$ cat src/rtl/rr_arbiter_16_pkg.sv
`default_nettype none
// ============================================================================
// Module   : rr_arbiter_16_pkg
// Purpose  : Shared sizes and FSM state encodings for the 16-way arbiter.
// Revision : 1.0 - initial release
// ============================================================================
package rr_arbiter_16_pkg;

    localparam int N_REQ = 16;
    localparam int ID_W  = 4;

    typedef enum logic [1:0] {
        ST_IDLE    = 2'd0,
        ST_GRANT   = 2'd1,
        ST_RELEASE = 2'd2
    } state_t;

endpackage
`default_nettype wire

$ cat src/rtl/decoder_4_16.sv
`default_nettype none
// ============================================================================
// Module   : decoder_4_16
// Purpose  : 4-to-16 one-hot decoder with enable; {a,b,c,d} is the index.
// Revision : 1.0 - initial release
// ============================================================================
module decoder_4_16 (
    input  logic        a,
    input  logic        b,
    input  logic        c,
    input  logic        d,
    input  logic        en,
    output logic [15:0] y
);

    always_comb begin
        y = '0;
        if (en) begin
            y[{a, b, c, d}] = 1'b1;
        end
    end

endmodule
`default_nettype wire

$ cat src/rtl/rr_pick_16.sv
`default_nettype none
// ============================================================================
// Module   : rr_pick_16
// Purpose  : Combinational rotating-priority search starting at ptr.
// Revision : 1.0 - initial release
// ============================================================================
module rr_pick_16
    import rr_arbiter_16_pkg::*;
(
    input  logic [N_REQ-1:0] req,
    input  logic [ID_W-1:0]  ptr,
    output logic             any,
    output logic [ID_W-1:0]  idx
);

    logic [N_REQ-1:0] w_rot;
    logic [ID_W-1:0]  w_off;

    // w_rot[k] is the request k positions after ptr; the 4-bit add wraps mod 16.
    always_comb begin
        w_rot = '0;
        w_off = '0;
        for (int i = 0; i < N_REQ; i++) begin
            w_rot[i] = req[ID_W'(i) + ptr];
        end
        for (int i = N_REQ - 1; i >= 0; i--) begin
            if (w_rot[i]) begin
                w_off = ID_W'(i);
            end
        end
    end

    assign any = |req;
    assign idx = ptr + w_off;

endmodule
`default_nettype wire

$ cat src/rtl/rr_arbiter_16.sv
`default_nettype none
// ============================================================================
// Module   : rr_arbiter_16
// Purpose  : 16-way round-robin arbiter with hold limit and one-hot grant.
// Revision : 1.0 - initial release
// ============================================================================
module rr_arbiter_16
    import rr_arbiter_16_pkg::*;
#(
    parameter int MAX_HOLD = 8
) (
    input  logic             clk,
    input  logic             reset,
    input  logic [N_REQ-1:0] req,
    input  logic             done,
    output logic [N_REQ-1:0] gnt,
    output logic [ID_W-1:0]  gnt_id,
    output logic             gnt_valid,
    output logic             timeout
);

    localparam logic [ID_W-1:0] C_HOLD_LAST = ID_W'(MAX_HOLD - 1);

    state_t          r_state;
    logic [ID_W-1:0] r_ptr;
    logic [ID_W-1:0] r_hold_cnt;
    logic [ID_W-1:0] r_gnt_id;
    logic            r_gnt_valid;
    logic            r_timeout;

    logic            w_any;
    logic [ID_W-1:0] w_idx;
    logic            w_holder_req;
    logic            w_hold_hit;
    logic            w_end;

    rr_pick_16 u_pick (
        .req (req),
        .ptr (r_ptr),
        .any (w_any),
        .idx (w_idx)
    );

    assign w_holder_req = req[r_gnt_id];
    assign w_hold_hit   = (r_hold_cnt == C_HOLD_LAST);
    assign w_end        = done | ~w_holder_req | w_hold_hit;

    always_ff @(posedge clk or posedge reset) begin
        if (reset) begin
            r_state     <= ST_IDLE;
            r_ptr       <= '0;
            r_hold_cnt  <= '0;
            r_gnt_id    <= '0;
            r_gnt_valid <= 1'b0;
            r_timeout   <= 1'b0;
        end else begin
            case (r_state)
                ST_IDLE, ST_RELEASE: begin
                    r_timeout <= 1'b0;
                    if (w_any) begin
                        r_state     <= ST_GRANT;
                        r_gnt_id    <= w_idx;
                        r_gnt_valid <= 1'b1;
                        r_hold_cnt  <= '0;
                    end else begin
                        r_state     <= ST_IDLE;
                        r_gnt_valid <= 1'b0;
                    end
                end
                ST_GRANT: begin
                    if (w_end) begin
                        r_state     <= ST_RELEASE;
                        r_gnt_valid <= 1'b0;
                        r_ptr       <= r_gnt_id + 1'b1;
                        r_hold_cnt  <= '0;
                        // Only a pure hold-limit revocation counts as a timeout.
                        r_timeout   <= ~done & w_holder_req;
                    end else begin
                        r_hold_cnt  <= r_hold_cnt + 1'b1;
                    end
                end
                default: begin
                    r_state     <= ST_IDLE;
                    r_gnt_valid <= 1'b0;
                    r_timeout   <= 1'b0;
                end
            endcase
        end
    end

    // Grant decode is combinational from registered state, so async reset clears gnt at once.
    decoder_4_16 u_dec (
        .a  (r_gnt_id[3]),
        .b  (r_gnt_id[2]),
        .c  (r_gnt_id[1]),
        .d  (r_gnt_id[0]),
        .en (r_gnt_valid),
        .y  (gnt)
    );

    assign gnt_id    = r_gnt_id;
    assign gnt_valid = r_gnt_valid;
    assign timeout   = r_timeout;

endmodule
`default_nettype wire

$ cat config.mk
export PLATFORM = sky130hd
export DESIGN_NAME = rr_arbiter_16
export DESIGN_NICKNAME = d
export VERILOG_FILES = /design/src/rtl/rr_arbiter_16_pkg.sv /design/src/rtl/decoder_4_16.sv /design/src/rtl/rr_pick_16.sv /design/src/rtl/rr_arbiter_16.sv
export SDC_FILE = /design/constraint.sdc
export NUM_CORES = 1
export LEC_CHECK = 0
export ABC_AREA = 1
export CORE_ASPECT_RATIO = 0.9
export CORE_MARGIN = 2
export CORE_UTILIZATION = 50
export CTS_CLUSTER_DIAMETER = 120
export CTS_CLUSTER_SIZE = 10
export DETAILED_ROUTE_END_ITERATION = 10
export GPL_TIMING_DRIVEN = 0
export HOLD_SLACK_MARGIN = 0.03
export MAX_ROUTING_LAYER = met4
export PLACE_DENSITY = 0.78
export SLEW_MARGIN = 0
export SYNTH_ARGS = -nofsm -noshare
export SYNTH_HDL_FRONTEND = slang
export SYNTH_SLANG_ARGS = --single-unit
$ cat constraint.sdc
create_clock -name clk -period 4.7 [get_ports clk]
set_input_delay 0.47 -clock clk [delete_from_list [all_inputs] [get_ports clk]]
set_output_delay 0.47 -clock clk [all_outputs]
set_load 0.01 [all_outputs]
==> results of run 1 <==
==> final timing paths <==
check                                            end  slack, ps  depth (start not counted)
max                            gnt_id[3]$_DFFE_PP0P_        710                         29
min                              timeout$_DFFE_PP0P_        500                          2
max reg2reg                    gnt_id[3]$_DFFE_PP0P_        710                         29
min reg2reg                      timeout$_DFFE_PP0P_        500                          2
max in group asynchronous  r_hold_cnt[0]$_DFFE_PP0P_       3790                          2
min in group asynchronous  r_hold_cnt[3]$_DFFE_PP0P_        550                          2
==> synth_stat cells, drive strengths merged <==
master / count / area, um^2
o21a: 4 / 30.0
nand4: 3 / 18.8
inv: 41 / 154
nor2: 36 / 138
a21oi: 9 / 52.6
ha: 15 / 188
clkinv: 1 / 3.75
dfrtp: 15 / 375
nand3b: 1 / 7.51
xor2: 9 / 78.8
a2bb2oi: 1 / 8.76
clkbuf: 1 / 3.75
buf: 12 / 83.8
mux2i: 1 / 10.0
xnor2: 4 / 35.0
nand2: 106 / 400
a31oi: 5 / 31.3
nand3: 75 / 375
o22ai: 5 / 31.3
or2: 1 / 6.26
nor4: 4 / 25.0
fa: 1 / 20.0
o21ai: 28 / 144
==> routing by layer <==
metal | track usage | vias to the layer above
met5 | - | -
met4 | 0.0469 | 0
met3 | 0.0418 | 4
met2 | 0.421 | 94
met1 | 0.385 | 1191
li1 | - | 1339
==> final cells by class <==
| type | instances | share of cell area |
|---|---|---|
| multi-input combinational | 308 | 0.584 |
| timing repair buffer | 40 | 0.146 |
| sequential | 15 | 0.137 |
| inverter | 42 | 0.0575 |
| buffer | 13 | 0.0319 |
| tap | 60 | 0.0274 |
| clock buffer | 4 | 0.0164 |
==> logic make-up after synthesis <==
group	share of synthesized area
and+or+nand+nor	0.437
adders and majority gates	0.0935
AOI/OAI and AO/OA	0.134
xor gates and xnor gates	0.0513
DFF	0.169
muxes	0.00451
buffers and inverters	0.110
==> metrics by stage <==
stage | utilization | worst slack (ps)
after CTS | 0.655 | 820
after detailed placement | 0.644 | 838
after floorplan | - | 1420
after global placement | 0.644 | 871
final | 0.655 | 714
after global routing | 0.655 | 389
==> registers in the layout (all words and copies together), names as in the netlist <==
signal / count
timeout: 1
gnt_valid: 1
r_ptr: 4
r_state: 1
gnt_id: 4
r_hold_cnt: 4
==> worst min-delay path: cells and delay by family (launching register included) <==
kind,cells,cell delay [ps]
AO/OA/AOI/OAI,1,70
buffers and inverters,1,50
flip-flops,1,340
==> results.toml, run 1 <==
[outcome]
outcome = "finished clean"

[worst_setup_path]
critPathKind = "flip-flop to flip-flop"
crit_top_cell = "nand2_1"
crit_fanout = 14
crit_buf_inv = 4
cpPeakStageDelay_ps = 450
worstReg2RegStart = "r_ptr[1]$_DFFE_PP0P_"
crit_path_top_delay_cell = "dfrtp_1"
crit_start = "r_ptr[1]$_DFFE_PP0P_"
arrival_ps = 4130
crit_required_ps = 4840
critPathLaunchType = "flip-flop"
critical-path-top-delay-family = "simple AND/OR/NAND/NOR gates"
endpoint_kind = "flip-flop"

[drt]
dr_total_vias = 2628
wire_per_inst_um = 13.1
drtIter0Drc = 243
drcViolationCount = 0
wl_met3_um = 361
vias_per_cell = 5.45
routed_wl_um = 6320
met2_length_um = 2730
drtPass1Iterations = 4
wl_met1_um = 3180
top_layer = "met4"
ant_nets = 0

[timing]
finalSetupTns_ps = 0
skew_ps = 3.17
min_period_ps = 3990
hold_viol_final = 0
setup_viol = 0
slew_violations = 0
slew_headroom = 0.647
fin_crit_sh = 0.848
hold_ws_ps = 501
tightest_slew_ps = 529
fmax_ghz = 0.251
rsz0062_at_grt = "no"

[global_route]
grt_usage = 0.273
antenna_found_initial = 0
grt_pass1_wl_um = 10300
grt_overflow = 0
grt_pass1_vias = 2308
grt_max_degree = 16

[placement]
place_congestion = 0.924
dp_cells = 478
post_dp_cell_area_um2 = 2700
dpl.hpwl_um = 5130
port_buffers = 40

[die]
die_area_um2 = 4990
dieHeight_um = 67.2
initial_core_util = 0.531
core_um2 = 4180
io_pins = 41
die_w_um = 74.3
std_cell_rows = 22

[cells_and_area]
area_delta_synth_final_pct = 23.4
multi_input_area_um2 = 1600
design_area_um2 = 2740
layout_common_cells = "nand2_1 (105), nand3_1 (75), clkdlybuf4s50_1 (40)"
layout-drive-gt1-share = 0.0592
stdcell_count = 482
layout_commonest_cell = "nand2_1"
antenna_cells = 0
ff_latch_area_um2 = 375
final.fill_count = 424
finalNetCount = 458

[cts]
cts.path.max_buffers = 2
h-tree-depth = 1
path_clk_slew_ps = 60
postCtsSetupBuffers = 0
cts_root_buf = "clkbuf_8"
holdBufCountCts = 0
cts_made_buffers = 3
cts_tree = "yes"
clk_latency_ps = 250
cts.sinks = 15
cts-resized-gates = 0

[synthesis]
syn_inst = 378
mappedNetlistArea_um2 = 2220
yosys_warnings = 0
syn_avg_cell_area_um2 = 5.88
synth_nets = 413
ys_seq_area_frac = 0.169
synth-seq-cells = 15
synthDistinctLibCells = 31

[hold_path]
worst_hold_path_type = "flip-flop to flip-flop"
min-delay-start = "timeout$_DFFE_PP0P_"

[flow_run]
maxCapViolations = 0
Power of run 1 is left out: the tool's default activity adds up to more than one toggle a clock period on the data nets, which glitch-free logic cannot reach.
==> run 2, diff against run 1 <==
--- a/config.mk
+++ b/config.mk
@@ -8,7 +8,7 @@
 export ABC_AREA = 1
 export CORE_ASPECT_RATIO = 0.9
 export CORE_MARGIN = 2
-export CORE_UTILIZATION = 50
+export CORE_UTILIZATION = 48
 export CTS_CLUSTER_DIAMETER = 120
 export CTS_CLUSTER_SIZE = 10
 export DETAILED_ROUTE_END_ITERATION = 10
==> constraint.sdc (replaced) <==
create_clock -name clk -period 3.3 [get_ports clk]
set_input_delay 0.33 -clock clk [delete_from_list [all_inputs] [get_ports clk]]
set_output_delay 0.33 -clock clk [all_outputs]
set_load 0.01 [all_outputs]
==> run 2 against run 1 <==
  * Clock skew is 2.0 ps higher
  * Hold slack got worse by 79 ps
  * Cell count is 4.6% higher
  * Die area rose by 3.9%
  * Sequential cell count did not move
  * Wire length rose by 25%
  * Core utilization increased by 9.1 points
  * Critical path type unchanged
==> results.toml, run 2 (synthesized netlist as in run 1, its figures left out) <==
[timing]
fin_crit_sh = 0.996
slew_violations = 0
slew_headroom = 0.636
rsz0062_at_grt = "yes"
min_period_ps = 3290
tightest_slew_ps = 546
fmax_ghz = 0.304
hold_viol_final = 0
skew_ps = 5.16
setup_viol = 0

[cts]
cts.path.max_buffers = 2
cts_made_buffers = 3
cts.sinks = 15
h-tree-depth = 1
path_clk_slew_ps = 60
cts_tree = "yes"
holdBufCountCts = 0
clk_latency_ps = 250
cts_root_buf = "clkbuf_8"

[die]
dieHeight_um = 68.5
die_w_um = 75.7
core_um2 = 4460
std_cell_rows = 23
io_pins = 41
die_area_um2 = 5190
initial_core_util = 0.498

[worst_setup_path]
endpoint = "gnt_id[3]$_DFFE_PP0P_"
critPathLaunchType = "flip-flop"
crit_top_cell = "nand2_1"
critPathKind = "flip-flop to flip-flop"
cpPeakStageDelay_ps = 430
worstReg2RegEnd = "gnt_id[3]$_DFFE_PP0P_"
crit_required_ps = 3430
endpoint_kind = "flip-flop"
crit_start = "r_ptr[1]$_DFFE_PP0P_"
crit_fanout = 8
reg2reg_slack_ps = 10
worstReg2RegStart = "r_ptr[1]$_DFFE_PP0P_"
crit_path_top_delay_cell = "dfrtp_2"
reg2reg_depth = 29
arrival_ps = 3420

[global_route]
grt_max_degree = 16
grt_overflow = 0
antenna_found_initial = 0
grt_pass1_wl_um = 10700
grt_usage = 0.278
grt_pass1_vias = 2392

[cells_and_area]
final.fill_count = 318
final_util = 0.746
layout_common_cells = "nand2_1 (94), nand3_1 (44), clkdlybuf4s50_1 (40)"
layout_commonest_cell = "nand2_1"
area_delta_synth_final_pct = 49.9
antenna_cells = 0
finalNetCount = 478
layout-drive-gt1-share = 0.262

[flow_run]
maxCapViolations = 0

[drt]
ant_nets = 0
vias_per_cell = 5.80
drcViolationCount = 0
drtPass1Iterations = 6
dr_total_vias = 2921
drtIter0Drc = 464
wire_per_inst_um = 15.6
routed_wl_um = 7880

[outcome]
outcome = "finished clean"

[hold_path]
worst_hold_path_type = "input port to asynchronous set/reset pin"

[placement]
dpl.hpwl_um = 5250
place_congestion = 0.988
port_buffers = 40
run 2: cell types whose count changed in the layout (fill, tap and decap cells not counted), sizes merged:
cell    change
clkbuf      -1
clkinv      +1
buf        +20
run 2: how the worst min path moves through the flow:
stage	depth (start not counted)	end	slack, ps
5_1_grt	2	gnt_id[2]$_DFFE_PP0P_	510
3_5_place_dp	2	timeout$_DFFE_PP0P_	470
2_1_floorplan	1	gnt_id[0]$_DFFE_PP0P_	230
6_report	2	r_hold_cnt[2]$_DFFE_PP0P_	420
4_1_cts	2	gnt_id[2]$_DFFE_PP0P_	430
3_3_place_gp	2	timeout$_DFFE_PP0P_	480
run 2: per-layer routing:
layer	share of wire	routed length, um	GRT usage
met1	0.43	3380	0.386
met2	0.46	3620	0.433
met3	0.086	676	0.0349
met4	0.026	205	0.0702
met5	0	0	-
run 2: area by class of cell:
class	count	area [um^2]	area share
sequential	15	379	0.114
clock inverter	1	5.00	0.00150
inverter	42	183	0.0549
buffer	12	108	0.0323
multi-input combinational	308	1960	0.590
timing repair buffer	61	572	0.172
clock buffer	3	41.3	0.0124
tap	62	77.6	0.0233
run 2: what timing repair did:
item,4_1_cts,5_1_grt
resized for setup,25,78
setup buffers,9,11
endpoints found under the hold margin,0,0
endpoints found under the setup margin,4,3
cloned,0,1
pin swaps,0,23
run 2: stage by stage:
| stage | hold WS [ps] | setup slack [ps] | instances | TNS (ps) | area, um^2 |
|---|---|---|---|---|---|
| floorplan | 231 | 15.7 | 378 | 0 | 2220 |
| global placement | 476 | -476 | 480 | -1360 | 2700 |
| detailed placement | 471 | -538 | 480 | -1610 | 2700 |
| CTS | 435 | 1.89 | 493 | 0 | 2900 |
| global route | 505 | -161 | 504 | -434 | 3330 |
| finish | 422 | 14.0 | 504 | 0 | 3330 |
run 2: critical path, delay by kind of cell (launching register included):
| family | cells | cell delay [ps] |
|---|---|---|
| xor+xnor | 1 | 150 |
| flops | 1 | 430 |
| buf+inv | 4 | 450 |
| compound gates | 3 | 300 |
| simple gates | 19 | 1410 |
| fa+ha+maj | 2 | 420 |
Power of run 2 is left out for the same reason.
==> run 3, diff against run 2 <==
--- a/config.mk
+++ b/config.mk
@@ -8,14 +8,14 @@
 export ABC_AREA = 1
 export CORE_ASPECT_RATIO = 0.9
 export CORE_MARGIN = 2
-export CORE_UTILIZATION = 48
+export CORE_UTILIZATION = 45
 export CTS_CLUSTER_DIAMETER = 120
 export CTS_CLUSTER_SIZE = 10
 export DETAILED_ROUTE_END_ITERATION = 10
 export GPL_TIMING_DRIVEN = 0
 export HOLD_SLACK_MARGIN = 0.03
 export MAX_ROUTING_LAYER = met4
-export PLACE_DENSITY = 0.78
+export PLACE_DENSITY = 0.74
 export SLEW_MARGIN = 0
 export SYNTH_ARGS = -nofsm -noshare
 export SYNTH_HDL_FRONTEND = slang
==> run 3 against run 2 <==
  * Die area rose by 6.3%
  * First-iteration DRC count fell by 30%
  * Register-to-register slack improved by 40 ps
  * Global-route usage fell by 1.6 points
  * Hold slack improved by 10 ps
  * Sequential cell count did not move
  * Maximum frequency rose by 1.2%
  * Non-clock buffer count rose by 1
==> results.toml, run 3 (synthesized netlist as in run 1, its figures left out) <==
[placement]
port_buffers = 40
post_dp_cell_area_um2 = 2700
pre_cts_ws_ps = -552
place_congestion = 0.908
dpl.hpwl_um = 5110

[timing]
fin_crit_sh = 0.984
tightest_slew_ps = 561
skew_ps = 3.45
finalSetupTns_ps = 0
hold_viol_final = 0
slew_violations = 0
slew_headroom = 0.626
min_period_ps = 3250
fmax_ghz = 0.308
setup_viol = 0
rsz0062_at_grt = "yes"
fin_ws_ps = 51.4

[cts]
h-tree-depth = 1
cts.path.max_buffers = 2
clk_latency_ps = 250
cts_tree = "yes"
holdBufCountCts = 0
cts_root_buf = "clkbuf_8"
path_clk_slew_ps = 60
cts.sinks = 15
cts_made_buffers = 3

[cells_and_area]
layout-drive-gt1-share = 0.255
layout_commonest_cell = "nand2_1"
layout_common_cells = "nand2_1 (94), nand3_1 (47), clkdlybuf4s50_1 (40)"
design_area_um2 = 3270
antenna_cells = 0
area_delta_synth_final_pct = 47.4
finalNetCount = 479
final_util = 0.681

[global_route]
antenna_found_initial = 0
grt_pass1_wl_um = 11700
grt_max_degree = 18
grt_pass1_vias = 2649
grt_usage = 0.263
grt_overflow = 0

[worst_setup_path]
crit_buf_inv = 4
crit_path_top_delay_cell = "dfrtp_2"
critPathKind = "flip-flop to flip-flop"
cpPeakStageDelay_ps = 430
arrival_ps = 3380
critical-path-top-delay-family = "simple AND/OR/NAND/NOR gates"
critPathLaunchType = "flip-flop"
crit_required_ps = 3430
path_cells = "buf_8 -> inv_8 -> ha_4 -> buf_6 -> inv_8 -> nand3_1 -> nand3_1 -> nand2_1 -> o21ai_2 -> nand2_2 -> nor2_2 -> o21ai_1 -> a31oi_1 -> ha_1 -> a21oi_2 -> nand2_1 -> xor2_1 -> or2_1 -> nand3_1 -> o21ai_1"
crit_fanout = 8
endpoint_kind = "flip-flop"
crit_top_cell = "nand3_1"

[drt]
wire_per_inst_um = 15.0
dr_total_vias = 2898
drtPass1Iterations = 5
vias_per_cell = 5.70
drtIter0Drc = 323
drcViolationCount = 0
routed_wl_um = 7630
ant_nets = 0

[flow_run]
maxCapViolations = 0

[die]
core_um2 = 4800
std_cell_rows = 24
initial_core_util = 0.462
die_w_um = 78.1
die_area_um2 = 5510
dieHeight_um = 70.6
io_pins = 41

[hold_path]
worst_hold_path_type = "input port to asynchronous set/reset pin"

[outcome]
outcome = "finished clean"
-- run 3: timing repair --
action / in CTS / in global routing
setup buffers: 11 / 10
endpoints found under the hold margin: 0 / 0
setup endpoints to repair: 4 / 3
gates cloned: 0 / 1
pin swaps: 2 / 11
resized for setup: 19 / 75
-- run 3: area by class of cell --
class	count	area, um^2
plain buffers	12	100
flip-flops and latches	15	379
clock buffers	4	45.0
fillers	399	1530
repair buffers	62	567
well taps	65	81.3
inverters	42	180
multi-input cells	308	1920
-- run 3: final timing paths --
check | start | endpoint | slack, ps | depth (start not counted)
min | reset | r_state[1]$_DFFE_PP0P_ | 430 | 2
min reg2reg | timeout$_DFFE_PP0P_ | timeout$_DFFE_PP0P_ | 490 | 2
max reg2reg | r_ptr[1]$_DFFE_PP0P_ | gnt_id[3]$_DFFE_PP0P_ | 50 | 20
max | r_ptr[1]$_DFFE_PP0P_ | gnt_id[3]$_DFFE_PP0P_ | 50 | 20
min in group clk | timeout$_DFFE_PP0P_ | timeout$_DFFE_PP0P_ | 490 | 2
max in group asynchronous | reset | r_ptr[0]$_DFFE_PP0P_ | 2460 | 2
-- run 3: stage by stage --
step / cells / hold slack [ps]
floorplan: 378 / 231
global placement: 483 / 473
detailed placement: 483 / 483
CTS: 497 / 450
global route: 508 / 518
finish: 508 / 432
-- run 3: per-layer routing --
layer	share of wire	wire length [um]	vias to the layer above	track usage
met2	0.45	3460	155	0.442
met5	0	0	-	-
met3	0.072	550	37	0.0217
met1	0.44	3320	1328	0.336
met4	0.038	291	0	0.0858
li1	-	-	1378	-
Power of run 3 is left out for the same reason.
==> RTL edit, RTL diff (config.mk and constraints of run 1) <==
The 3 states of `state_t` get a one-hot encoding in 3 bits.
--- a/src/rtl/rr_arbiter_16_pkg.sv
+++ b/src/rtl/rr_arbiter_16_pkg.sv
@@ -9,10 +9,10 @@
     localparam int N_REQ = 16;
     localparam int ID_W  = 4;
 
-    typedef enum logic [1:0] {
-        ST_IDLE    = 2'd0,
-        ST_GRANT   = 2'd1,
-        ST_RELEASE = 2'd2
+    typedef enum logic [2:0] {
+        ST_IDLE    = 3'b001,
+        ST_GRANT   = 3'b010,
+        ST_RELEASE = 3'b100
     } state_t;
 
 endpackage
Function: no difference found for any inputs over 10 cycles, from zero or initial values and one cycle with reset high; not proved beyond that.
==> RTL edit against run 1 <==
Final area is 2.1% higher; sequential cell count up 2; clock skew grew 0.0019 ns; synthesized area is 2.5% higher; setup slack worse by 0.017 ns; wire length rose by 6.9%; final cell count increased by 1.9%; critical path type unchanged; critical endpoint unchanged.
==> RTL edit: results <==
set metrics [dict create \
    cp_slowest_stage_delay_ns 0.51 \
    syn_inst 385 \
    grt_max_degree 18 \
    met3WireLength_um 464 \
    pre_cts_ws_ns 0.789 \
    crit_family "simple AND/OR/NAND/NOR gates" \
    antenna_found_initial 0 \
    arrival_ns 4.14 \
    drive_above_1_share 0.0443 \
    synthTopCellsByCount "nand2_1 (105), nand3_1 (75), nor2_1 (45)" \
    place.gp.congestion 0.969 \
    use_met3 0.0265 \
    ys_warn_count 0 \
    wl_per_cell_um 13.8 \
    slew_headroom 0.586 \
    synthesis.nets 420 \
    holdWs_ns 0.505 \
    worstPathMaxFanout 13 \
    fill_cells 429 \
    drtPass1Iterations 5 \
    fin_crit_ns 4.00 \
    dp_hpwl_um 5500 \
    hold_depth 1 \
    place_area_um2 2750 \
    via_per_inst 5.50 \
    wl_met1_um 3310 \
    final_net_count 465 \
    synthFlopType "dfrtp_1" \
    wl_met2_um 2940 \
    synth_seq_area_share 0.187 \
    dr.first_iter.drc_count 289 \
    fin_worst_skew_ns 0.00512 \
    placedCellCount 487 \
    outcome "complete, no violations" \
    yosysUniqueCellTypes 32 \
    reg2reg_slack_ns 0.70 \
    met2_usage 0.409 \
    wl_um 6760 \
    grt_use_met1 0.405 \
    min_from "r_hold_cnt[0]$_DFFE_PP0P_" \
    grt.total_usage 0.275 \
    grt_pass1_wl_um 10500 \
    synthTopCellsByArea "dfrtp_1 (18%), nand2_1 (17%), nand3_1 (16%), ha_1 (8.2%), nor2_1 (7.4%)" \
]
RTL edit: cell count changes after synthesis, moves of 2 or more:
cell | run 1 | this run
o22ai_1 | 5 | 1
o21a_1 | 4 | 2
inv_2 | 5 | 3
a21oi_2 | 2 | 0
o21ai_0 | 23 | 20
nor2_1 | 35 | 45
inv_1 | 36 | 34
a21oi_1 | 7 | 15
buf_4 | 7 | 5
RTL edit: logic make-up after synthesis:
kind of cell             Yosys count  synth area share
AND/OR/NAND/NOR                  235             0.440
AO/OA/AOI/OAI                     51             0.121
buffers and inverters             51            0.0984
flip-flops                        17             0.187
adder cells (fa/ha/maj)           16            0.0913
XOR/XNOR                          14            0.0572
multiplexers                       1           0.00440
RTL edit: final cells by class:
class                           instances  area [um^2]  share of cell area
Multi-Input combinational cell        317         1630               0.581
Sequential cell                        17          427               0.152
Timing Repair Buffer                   40          400               0.143
Inverter                               38          143              0.0510
Buffer                                 13         81.3              0.0291
Tap cell                               62         77.6              0.0277
Clock buffer                            4         45.0              0.0161
